<file path="src/rtl/teletext_packet_decoder.sv">
// Teletext packet decoder: frames on clock run-in + framing code, Hamming 8/4 decodes MRAG,
// streams payload characters. Optional payload odd-parity checking enabled by PARITY_CHECK_EN.
module teletext_packet_decoder #(
    parameter int ROW_BYTES = 40
) (
    input  logic       read_clk,
    input  logic       reset,
    input  logic [7:0] fifo_data,
    input  logic       fifo_empty,
    output logic       fifo_read_en,
    output logic [6:0] char_out,
    output logic [5:0] char_col,
    output logic [4:0] char_row,
    output logic [2:0] char_mag,
    output logic       char_valid,
    output logic       pkt_done,
    output logic       ham_err,
    output logic [7:0] parity_err_count
);

    localparam logic [1:0] HUNT  = 2'd0;
    localparam logic [1:0] MRAG1 = 2'd1;
    localparam logic [1:0] MRAG2 = 2'd2;
    localparam logic [1:0] DATA  = 2'd3;

    localparam logic [5:0] LAST_COL = 6'(ROW_BYTES - 1);

    logic [1:0] state;
    logic [1:0] match_cnt;
    logic [5:0] col;
    logic [2:0] mag_pend;
    logic       row0_pend;
    logic [4:0] row_lat;
    logic [2:0] mag_lat;
    logic       byte_valid;
    logic       run;

    logic       mrag_err;
    logic [3:0] nibble;
    logic [6:0] data_char;
    logic       parity_fail;

    // Syndrome decode: A/B/C are the three inverted-parity checks, D is whole-byte odd parity.
    // D failing means a single flip (correct it); D passing with a bad A/B/C means a double flip.
    function automatic logic [4:0] ham_decode(input logic [7:0] b);
        logic       chk_a;
        logic       chk_b;
        logic       chk_c;
        logic       chk_d;
        logic [2:0] syn;
        logic [3:0] n;
        chk_a = b[0] ^ b[1] ^ b[5] ^ b[7];
        chk_b = b[2] ^ b[1] ^ b[3] ^ b[7];
        chk_c = b[4] ^ b[1] ^ b[3] ^ b[5];
        chk_d = ^b;
        syn   = {~chk_c, ~chk_b, ~chk_a};
        n     = {b[7], b[5], b[3], b[1]};
        if (chk_d) begin
            ham_decode = {(syn != 3'b000), n};
        end else begin
            case (syn)
                3'b111:  n[0] = ~n[0];
                3'b110:  n[1] = ~n[1];
                3'b101:  n[2] = ~n[2];
                3'b011:  n[3] = ~n[3];
                default: n = n;
            endcase
            ham_decode = {1'b0, n};
        end
    endfunction

    always_comb begin
        {mrag_err, nibble} = ham_decode(fifo_data);
    end

`ifdef PARITY_CHECK_EN
    always_comb begin
        parity_fail = ~(^fifo_data);
        data_char   = parity_fail ? 7'h20 : fifo_data[6:0];
    end

    always_ff @(posedge read_clk or negedge reset) begin
        if (!reset) begin
            parity_err_count <= 8'd0;
        end else if (byte_valid && state == DATA && parity_fail && parity_err_count != 8'hFF) begin
            parity_err_count <= parity_err_count + 8'd1;
        end
    end
`else
    always_comb begin
        parity_fail = 1'b0;
        data_char   = fifo_data[6:0];
    end

    assign parity_err_count = 8'd0;
`endif

    // run holds pops off until the first edge after reset release.
    assign fifo_read_en = run & ~fifo_empty;

    always_ff @(posedge read_clk or negedge reset) begin
        if (!reset) begin
            state      <= HUNT;
            match_cnt  <= 2'd0;
            col        <= 6'd0;
            mag_pend   <= 3'd0;
            row0_pend  <= 1'b0;
            row_lat    <= 5'd0;
            mag_lat    <= 3'd0;
            byte_valid <= 1'b0;
            run        <= 1'b0;
            char_out   <= 7'd0;
            char_col   <= 6'd0;
            char_row   <= 5'd0;
            char_mag   <= 3'd0;
            char_valid <= 1'b0;
            pkt_done   <= 1'b0;
            ham_err    <= 1'b0;
        end else begin
            run        <= 1'b1;
            byte_valid <= fifo_read_en;
            char_valid <= 1'b0;
            pkt_done   <= 1'b0;
            ham_err    <= 1'b0;
            if (byte_valid) begin
                case (state)
                    HUNT: begin
                        if (match_cnt == 2'd2 && fifo_data == 8'h27) begin
                            match_cnt <= 2'd0;
                            state     <= MRAG1;
                        end else if (fifo_data == 8'h55) begin
                            if (match_cnt != 2'd2) begin
                                match_cnt <= match_cnt + 2'd1;
                            end
                        end else begin
                            match_cnt <= 2'd0;
                        end
                    end
                    MRAG1: begin
                        if (mrag_err) begin
                            ham_err <= 1'b1;
                            state   <= HUNT;
                        end else begin
                            mag_pend  <= nibble[2:0];
                            row0_pend <= nibble[3];
                            state     <= MRAG2;
                        end
                    end
                    MRAG2: begin
                        if (mrag_err) begin
                            ham_err <= 1'b1;
                            state   <= HUNT;
                        end else begin
                            row_lat <= {nibble, row0_pend};
                            mag_lat <= mag_pend;
                            col     <= 6'd0;
                            state   <= DATA;
                        end
                    end
                    default: begin
                        char_valid <= 1'b1;
                        char_out   <= data_char;
                        char_col   <= col;
                        char_row   <= row_lat;
                        char_mag   <= mag_lat;
                        if (col == LAST_COL) begin
                            pkt_done <= 1'b1;
                            col      <= 6'd0;
                            state    <= HUNT;
                        end else begin
                            col <= col + 6'd1;
                        end
                    end
                endcase
            end
        end
    end

endmodule

</file>
<file path="config.mk">
export PLATFORM = sky130hd
export DESIGN_NAME = teletext_packet_decoder
export DESIGN_NICKNAME = d
export VERILOG_FILES = /design/src/rtl/teletext_packet_decoder.sv
export SDC_FILE = /design/constraint.sdc
export NUM_CORES = 1
export LEC_CHECK = 0
export BUFFER_PORTS_ARGS = -buffer_cell sky130_fd_sc_hd__buf_2
export CAP_MARGIN = 10
export CORE_ASPECT_RATIO = 1.75
export CORE_MARGIN = 2
export CORE_UTILIZATION = 55
export CTS_BUF_LIST = sky130_fd_sc_hd__clkbuf_16
export DETAILED_ROUTE_END_ITERATION = 12
export PLACE_DENSITY = 0.78
export RECOVER_POWER = 25
export SLEW_MARGIN = 20
export SYNTH_ARGS = -nofsm -noshare
export SYNTH_HDL_FRONTEND = slang
export SYNTH_SLANG_ARGS = --single-unit
</file>
<file path="constraint.sdc">
create_clock -name read_clk -period 2.1 [get_ports read_clk]
set_input_delay 0 -clock read_clk [delete_from_list [all_inputs] [get_ports read_clk]]
set_output_delay 0 -clock read_clk [all_outputs]
set_load 0.02 [all_outputs]
</file>
# Yosys cells after proc, flatten, opt, wreduce, memory -nomap -nowiden
# Index checks and enable logic that the tools add are counted.
dict set report op_classes {
  addsub 2
  n_eq_ne 14
  mux 24
  n_bitwise 21
  reduce_logical 14
}
# op n
set op_table {}
lappend op_table {{$reduce_and A3 Y1} 5}
lappend op_table {{$mux W2} 7}
lappend op_table {{$mux W1} 12}
lappend op_table {{$mux W6} 2}
lappend op_table {{$pmux W6 S2} 1}
lappend op_table {{$not A1 Y1} 11}
lappend op_table {{$eq A3 B3 Y1 const B} 3}
lappend op_table {{$xor A1 B1 Y1} 9}
lappend op_table {{$eq A8 B6 Y1 const B} 1}
lappend op_table {{$eq A8 B7 Y1 const B} 1}
lappend op_table {{$reduce_xor A8 Y1} 1}
lappend op_table {{$add A6 B1 Y6 const B} 1}
lappend op_table {{$eq A6 B6 Y1 const B} 1}
lappend op_table {{$ne A2 B2 Y1 const B} 3}
lappend op_table {{$pmux W2 S3} 1}
lappend op_table {{$mux W5} 1}
lappend op_table {{$eq A2 B2 Y1 const B} 2}
lappend op_table {{$reduce_bool A4 Y1} 1}
lappend op_table {{$reduce_or A2 Y1} 2}
lappend op_table {{$eq A3 B2 Y1 const B} 1}
lappend op_table {{$ne A3 B2 Y1 const B} 1}
lappend op_table {{$reduce_bool A3 Y1} 1}
lappend op_table {{$reduce_or A3 Y1} 1}
lappend op_table {{$add A2 B1 Y2 const B} 1}
lappend op_table {{5 further kinds} 5}
dict set report word_totals {
  reg_bits 48
  in_bits 11
  out_inout_bits 33
  elab_cells 91
}

# Longest topological paths before layout
# Gate-level depths: netlist (run 1).
dict set report depth {
  depth_word 10
  depth_mapped 9
  ltp_nobuf 8
}

# Worst setup path before layout (run 1)
# OpenSTA, ideal clock, no wires.
dict set report synth_path {
  path_type {input to register}
  from {input port fifo_data[4]}
  to {register mag_pend[0]}
  setup_ps 128
  arrival_ps 2285
  required_ps 1972
  setup_slack_ps -313
  cell_stages 9
  n_path_buf 1
  cell_sequence {clkbuf_1 -> inv_1 -> ha_1 -> xnor3_1 -> or2_2 -> nand2_1 -> nor2_4 -> nor2_1 -> mux2_1}
}
dict set report synth_via {
  elab_chain_cells 8
  word_cells_on_any_way 11
  cone_classes {eq/ne (1); mux (2); bitwise (5); reduce/logical (3)}
}
# element line_no
set synth_rtl {}
lappend synth_rtl {{start: declaration} 8} ;# input logic [7:0] fifo_data,
lappend synth_rtl {{$xor A1 B1 Y1 (3 in a row)} 54} ;# chk_c = b[4] ^ b[1] ^ b[3] ^ b[5];
lappend synth_rtl {{$not A1 Y1} 56} ;# syn = {~chk_c, ~chk_b, ~chk_a};
lappend synth_rtl {{$reduce_bool A3 Y1} 59} ;# ham_decode = {(syn != 3'b000), n};
lappend synth_rtl {{$mux W5 (*)} 58} ;# if (chk_d) begin
lappend synth_rtl {{$not A1 Y1 (no line)} -}
lappend synth_rtl {{$reduce_and A3 Y1 (no line)} -}
lappend synth_rtl {{end signal: assignment} 144} ;# mag_pend <= nibble[2:0];
lappend synth_rtl {{end: declaration} 31} ;# logic [2:0] mag_pend;
# Every way passes the cells marked *; elsewhere a longest branch is shown, timed or not.
# A chain may end at the register's enable or synchronous reset.

# Final worst setup path (run 1)
dict set report layout_path {
  from {input port fifo_data[1]}
  to {register row_lat[2]}
}
dict set report layout_via {
  elab_chain_cells 8
  word_cells_on_any_way 19
  cone_classes {eq/ne (1); mux (2); bitwise (13); reduce/logical (3)}
}
# element line_no
set layout_rtl {}
lappend layout_rtl {{$xor A1 B1 Y1 (on tied branches) (3 in a row)} {52, 53, 54}}
lappend layout_rtl {{$not A1 Y1} 56}
lappend layout_rtl {{$reduce_bool A3 Y1} 59}
lappend layout_rtl {{$mux W5 (*)} 58}
lappend layout_rtl {{$not A1 Y1 (no line)} -}
lappend layout_rtl {{$reduce_and A3 Y1 (no line)} -}
lappend layout_rtl {{end signal: assignment} 154} ;# row_lat <= {nibble, row0_pend};
lappend layout_rtl {{end: declaration} 33} ;# logic [4:0] row_lat;
# Marks and branches as above.

==> metrics.md, run 1 <==
| Metric | Value |
|---|---|
| Outcome | completed |
| Clock Latency Late Sink | 0.28 ns |
| CP endpoint kind | register |
| Starting utilization of the core area | 0.5784 |
| Post-Place Worst Slack | -0.1386 ns |
| Detailed Route WL | 5518 um |
| Setup slack after layout | 0.1403 ns |
| Clock tree root driver cell | clkbuf_16 |
| Via count | 2112 |
| Setup-violating endpoint count in the final report | 0 |
| Overall power after layout | 3.498 mW |
| Post-synthesis instance area | roughly 2700 um2 |
| Critical path data arrival time | 2.18 ns |
| Final core utilization | 0.6853 |
| Cell with the largest stage delay on the worst path | mux4_2 |
| Share of synthesized registers carrying an async set or reset | 1.000 |
| Relative slew slack | 0.09665 |
| Clock slew at reported path FFs | 0.06 ns |
| Half-perimeter wire length after placement | 4213 um |
| Cell type contributing the most total cell area after synthesis | dfrtp_1 |
| Residual DRC | 0 |
| Sequential area share after synthesis | 0.4412 |
| Maximum number of pins on one net before global-route repair | 27 |
| IO Pins | 44 |
| Number of enable flip-flop cells after synthesis | 0 |
| Total gr overflow | 0 |
| Hold crit path type | in -> reg |
| Peak fanout along the critical path | 6 |
| Top delay family on crit path | multiplexers |
| Max-slew violations | 0 |
| Final non-filler cell total | 365 |
| H-tree Lvls | 2 |
| Final net count | 336 |
| Req. time, crit path | 2.32 ns |
| Critical path start-end classification | in -> reg |
| Cells after DPL | roughly 360 |
| Count of antenna diodes in the layout | 0 |
| Post-route minimum period | 1.960 ns |
| Post-route clock skew | 0.002083 ns |
| Setup repair after global routing missed its margin | no |
| Maximum clock path buffer count | 2 |
| Largest cells by area after synthesis | dfrtp_1, mux2_2, ha_1 |
| Mean number of vias per cell | 5.786 |
| Post-synth cell types | 52 |
| LEAKAGE | 1.574 nW |
| # hold bufs at CTS | 2 |
| Number of antenna violations at the first check in global routing | 0 |
| Fraction of layout instances using a drive strength above 1 | 0.2812 |
| Number of global-route vias before repair | approximately 2000 |
| Buf+Inv Stages, Crit Path | 2 |
| Avg Cell Area, Syn | 10.47 um2 |
| Die Y | 97.08 um |
| Total count of hold-check failures in the final report | 0 |
| Number of nets with antenna violations after detailed routing | 0 |
| Most instantiated cells after synthesis | dfrtp_1, nand2_1, mux2_2 |
| Core region area | 4707 um2 |
| Worst-path cell chain | buf_2 -> inv_1 -> ha_1 -> or3_1 -> a21o_1 -> mux4_2 -> mux2_2 -> a21oi_2 -> o22a_1 |
| Total iterations of the first detailed-routing run | 4 |
| Startpoint kind of the worst setup timing path | primary input |
| Number of port buffers | 35 |
| Upper clock frequency limit | 510.3 MHz |
| Number of rows in the core area | 33 |
| Transition at the pin with the smallest max-transition slack | 1.355 ns |
| First-pass GRT wire length | 9570 um |
| X dimension of the die | 57.19 um |
| Post-synth top area share | 0.4412 |
| Final routed wire length divided by cell count | approximately 15 um |
| Cell with the most instances after synthesis | dfrtp_1 |
| RD Place Congestion | slightly below 0.9 |
| Minimum hold slack | roughly 0.021 ns |
| Max VDD drop | 0.7738 mV |
| Delay of the slowest cell on the worst path | approximately 0.48 ns |
| Number of CTS-inserted buffers | 5 |
| Post-synthesis instance total | 260 |
| Quantity of gates resized following cts | 0 |
| Clock tree from TritonCTS | done |
| Top flip-flop cell by instance count after synthesis | dfrtp_1 |
| Post-CTS Setup Repair Bufs | 0 |
| GRT Util Overall | 0.2145 |
| Clk sink count | 48 |
| Number of warnings printed during yosys synthesis | 0 |
| Power density normalized to cell area | 1084 nW/um2 |
| Area growth from synthesis to layout | 18.47% |
| Area of the die | 5551 um2 |
| First DRT Iteration DRCs | 36 |
| Flop and latch count out of synthesis | 48 |
| Final critical-path share of the clock period | 0.9332 |
| Maxcap violations | 0 |
registers in the layout (all words and copies together), names as in the netlist, 3 cells and up:
name / cells
char_col: 6
char_mag: 3
char_out: 7
char_row: 5
row_lat: 5
mag_pend: 3
mag_lat: 3
col: 6
metal layers:
layer	global-route usage	wire [um]
met5	0	0
met4	0.09660	165
met2	0.3731	3014
met3	0.02397	151
met1	0.2588	2185
layout by cell type, fill, tap and decap left out, types with 4 or more instances in the layout:
cell type,Yosys,layout
a21o_1,5,5
a21oi_1,12,12
buf_2,2,29
buf_4,8,20
clkbuf_1,8,6
clkbuf_16,0,5
conb_1,2,9
dfrtp_1,48,48
ha_1,13,13
inv_1,13,13
mux2_2,21,21
nand2_1,29,28
nand3_1,5,5
nand4_1,4,4
nor2_1,7,6
nor3_1,6,6
o21ai_0,12,12
xnor2_1,6,6
worst paths after layout:
path	end	startpoint	depth (start not counted)	slack (ns)
max	row_lat[2]	fifo_data[1]	9	0.14
min	char_out[6]	fifo_data[6]	3	0.02
max reg2reg	state[1]	state[0]	6	0.35
min reg2reg	row_lat[0]	row_lat[0]	2	0.48
max in group asynchronous	char_col[3]	reset	3	0.69
min in group asynchronous	char_row[4]	reset	2	0.55
metrics by stage:
stage	setup TNS (ns)	cell area (um2)
global route	0	3226
global placement	-0.2596	3050
CTS	0	3233
floorplan	0	2760
finish	0	3226
detailed placement	-0.9826	3050
final cells by class:
type | count | area [um2]
inverter | 13 | 48.80
fill | 385 | 1481
multi-input combinational | 186 | 1390
clock buffer | 5 | 125.1
timing repair buffer | 58 | 357.8
sequential | 48 | 1201
tap | 52 | 65.06
clock inverter | 3 | 37.54
cell families (layout without fill, tap and decap cells):
family                     count (synthesis)  count (layout)  synth area share
DFF                                       48              48            0.4412
muxes                                     29              29            0.1296
AOI/OAI and AO/OA                         54              54            0.1365
adders and majority gates                 13              13           0.05974
xor gates and xnor gates                  10              10           0.03723
and+or+nand+nor                           71              71            0.1314
other                                      2               9          0.002758
buffers and inverters                     33              79           0.06158
worst reg2reg max path: stages, from the launching register on:
cell,delay [ns]
dfrtp_1,0.42
inv_1,0.10
ha_1,0.34
nor2_1,0.11
nand2_1,0.09
o221ai_1,0.19
o41ai_1,0.37
power breakdown:
part / internal, mW / total, mW / switching, mW / leakage [nW]
Clock: 0.553 / 0.867 / 0.315 / 0.0789
Combinational: 0.531 / 1.23 / 0.695 / 0.894
Sequential: 1.20 / 1.40 / 0.201 / 0.601
Power figures use the tool's default switching activity.
==> inputs of run 2 (changes only) <==
Settings changed: CORE_UTILIZATION 55 to 25, PLACE_DENSITY 0.78 to default.
==> metrics.md, run 2 (synthesized netlist as in run 1, its figures left out) <==
| Metric | Value |
|---|---|
| Relative slew slack | -0.06836 |
| Via count | 2053 |
| Final critical-path share of the clock period | 0.9312 |
| Total net switching power | 1.212 mW |
| H-tree Lvls | 2 |
| Cells after DPL | 432 |
| Core region area | 10640 um2 |
| Post-route minimum period | 1.956 ns |
| Setup slack after layout | about 0.14 ns |
| RD Place Congestion | 0.7434 |
| Area of the die | 11770 um2 |
| Clock slew at reported path FFs | about 0.06 ns |
| Largest registers | char_out: 7 flops, char_col: 6 flops, col: 6 flops |
| Half-perimeter wire length after placement | 4689 um |
| Max VDD drop | around 0.40 mV |
| Seq. cell area | between 1000 and 1500 um2 |
| Post-route clock skew | 0.005647 ns |
| Hold crit path type | in -> reg |
| Max-slew violations | 31 |
| Sw frac | 0.3611 |
| Minimum hold slack | around 0.0036 ns |
| Overall power after layout | 3.357 mW |
| Instance area after placement | 3128 um2 |
| Peak fanout along the critical path | 8 |
| Post-Place Worst Slack | -0.1662 ns |
| Critical path start-end classification | in -> reg |
| Setup repair after global routing missed its margin | no |
| Number of inserted filler cells in the final layout | ~1100 |
| Final routed wire length divided by cell count | around 13 um |
| Total gr overflow | 0 |
| Upper clock frequency limit | just over 500 MHz |
| Outcome | complete, but fails checks |
| GR met2 Demand/Resource | 0.1961 |
| Internal power contribution | 2.145 mW |
| Starting utilization of the core area | 0.2560 |
| GRT Util Overall | 0.1068 |
| CP endpoint kind | register |
| Met3 routing resource usage after global routing | 0.01624 |
| Failing checks | max-capacitance violations, max-slew violations |
| Number of nets with antenna violations after detailed routing | 0 |
| Final net count | 335 |
| Global route hottest layer | met2 |
| Req. time, crit path | ~2.3 ns |
| Clock network power share | 0.226 |
| LEAKAGE | 1.509 nW |
| Maxcap violations | 1 |
| Register name with the most flops | char_out |
| Number of rows in the core area | 50 |
| Area growth from synthesis to layout | 19.99% |
| IO Pins | 44 |
| Final core utilization | 0.3072 |
| Multi-input gate area in the final layout | 1390 um2 |
| Post-CTS Setup Repair Bufs | 0 |
| Maximum number of pins on one net before global-route repair | 31 |
| Total count of hold-check failures in the final report | 0 |
| Reg-to-reg startpoint | state[0] |
| Part of the power in combinational logic | 0.357 |
| Die Y | 142.1 um |
| # hold bufs at CTS | 2 |
| Fraction of layout instances using a drive strength above 1 | 0.2436 |
| Detailed Route WL | 5916 um |
| Startpoint of the tightest hold check path | fifo_data[1] |
| Number of global-route vias before repair | approximately 2100 |
| Clock tree root driver cell | clkbuf_16 |
| First DRT Iteration DRCs | 116 |
| Transition at the pin with the smallest max-transition slack | 1.603 ns |
| Quantity of gates resized following cts | 0 |
| Mean number of vias per cell | 4.645 |
| Number of flip-flops under the largest register name | 7 |
| Final non-filler cell total | around 440 |
| Met1 track demand over resource | 0.1166 |
| Number of CTS-inserted buffers | 5 |
| Residual DRC | 0 |
| X dimension of the die | 82.89 um |
| Clk sink count | 48 |
| Crit path from | fifo_data[0] |
| Most frequent standard cell in the layout excluding fill and tap cells | dfrtp_1 |
| Number of port buffers | 35 |
| Total iterations of the first detailed-routing run | 4 |
| Power density normalized to cell area | 1028 nW/um2 |
| Clock tree from TritonCTS | done |
| Maximum clock path buffer count | 2 |
| First-pass GRT wire length | 10090 um |
| Clock Latency Late Sink | 0.29 ns |
| Setup TNS | 0 ns |
| Count of antenna diodes in the layout | 0 |
| Proportion of power drawn by flip-flops and latches | 0.418 |
| Final instance area | 3267 um2 |
| Number of antenna violations at the first check in global routing | 0 |
| Critical path data arrival time | between 2 and 2.5 ns |
| Startpoint kind of the worst setup timing path | primary input |
| Setup-violating endpoint count in the final report | 0 |
| Commonest non-fill, non-tap cells in the layout | dfrtp_1, nand2_1, mux2_2 |
-- run 2: cell types whose count changed in the layout (fill, tap and decap cells not counted), sizes merged --
cell	delta
buf	-12
clkbuf	+11
bufinv	-1
clkinv	-1
clkinvlp	+1
inv	+1
-- run 2: worst paths after layout --
kind	endpoint	slack [ns]	cells after the start
worst max-delay path	row_lat[2]	0.14	8
worst min-delay path	char_out[1]	0.004	3
worst max register to register	state[0]	0.39	7
worst min register to register	row_lat[0]	0.48	2
max in group asynchronous	char_row[0]	0.42	3
min in group asynchronous	col[0]	0.65	2
-- run 2: routing by layer --
layer / share of wire / up-vias / wire (um)
met1: 0.40 / 996 / 2353
met5: 0 / - / 0
met2: 0.54 / 44 / 3214
li1: - / 1004 / -
met3: 0.031 / 9 / 186
met4: 0.027 / 0 / 161
-- run 2: cell type report --
cell class / instances / area share
clock buffer: 5 / 0.03830
clock inverter: 3 / 0.004596
inverter: 13 / 0.01494
multi-input combinational: 186 / 0.4255
sequential: 48 / 0.3677
tap: 130 / 0.04979
timing repair buffer: 57 / 0.09920
-- run 2: critical path: stages --
cell and delay [ns]:
buf_2 0.11, ha_1 0.37, or3b_1 0.42, a21o_1 0.19, mux4_2 0.47, mux2_2 0.29, a21oi_2 0.16, o22a_1 0.16
-- run 2: power groups by stage --
| stage | Sequential (mW) | Combinational, mW | Clock (mW) |
|---|---|---|---|
| floorplan | 1.51 | 0.726 | 0 |
| global placement | 1.41 | 1.19 | 0 |
| detailed placement | 1.43 | 1.23 | 0 |
| CTS | 1.41 | 1.23 | 0.794 |
| global route | 1.45 | 1.33 | 0.822 |
| finish | 1.40 | 1.20 | 0.758 |
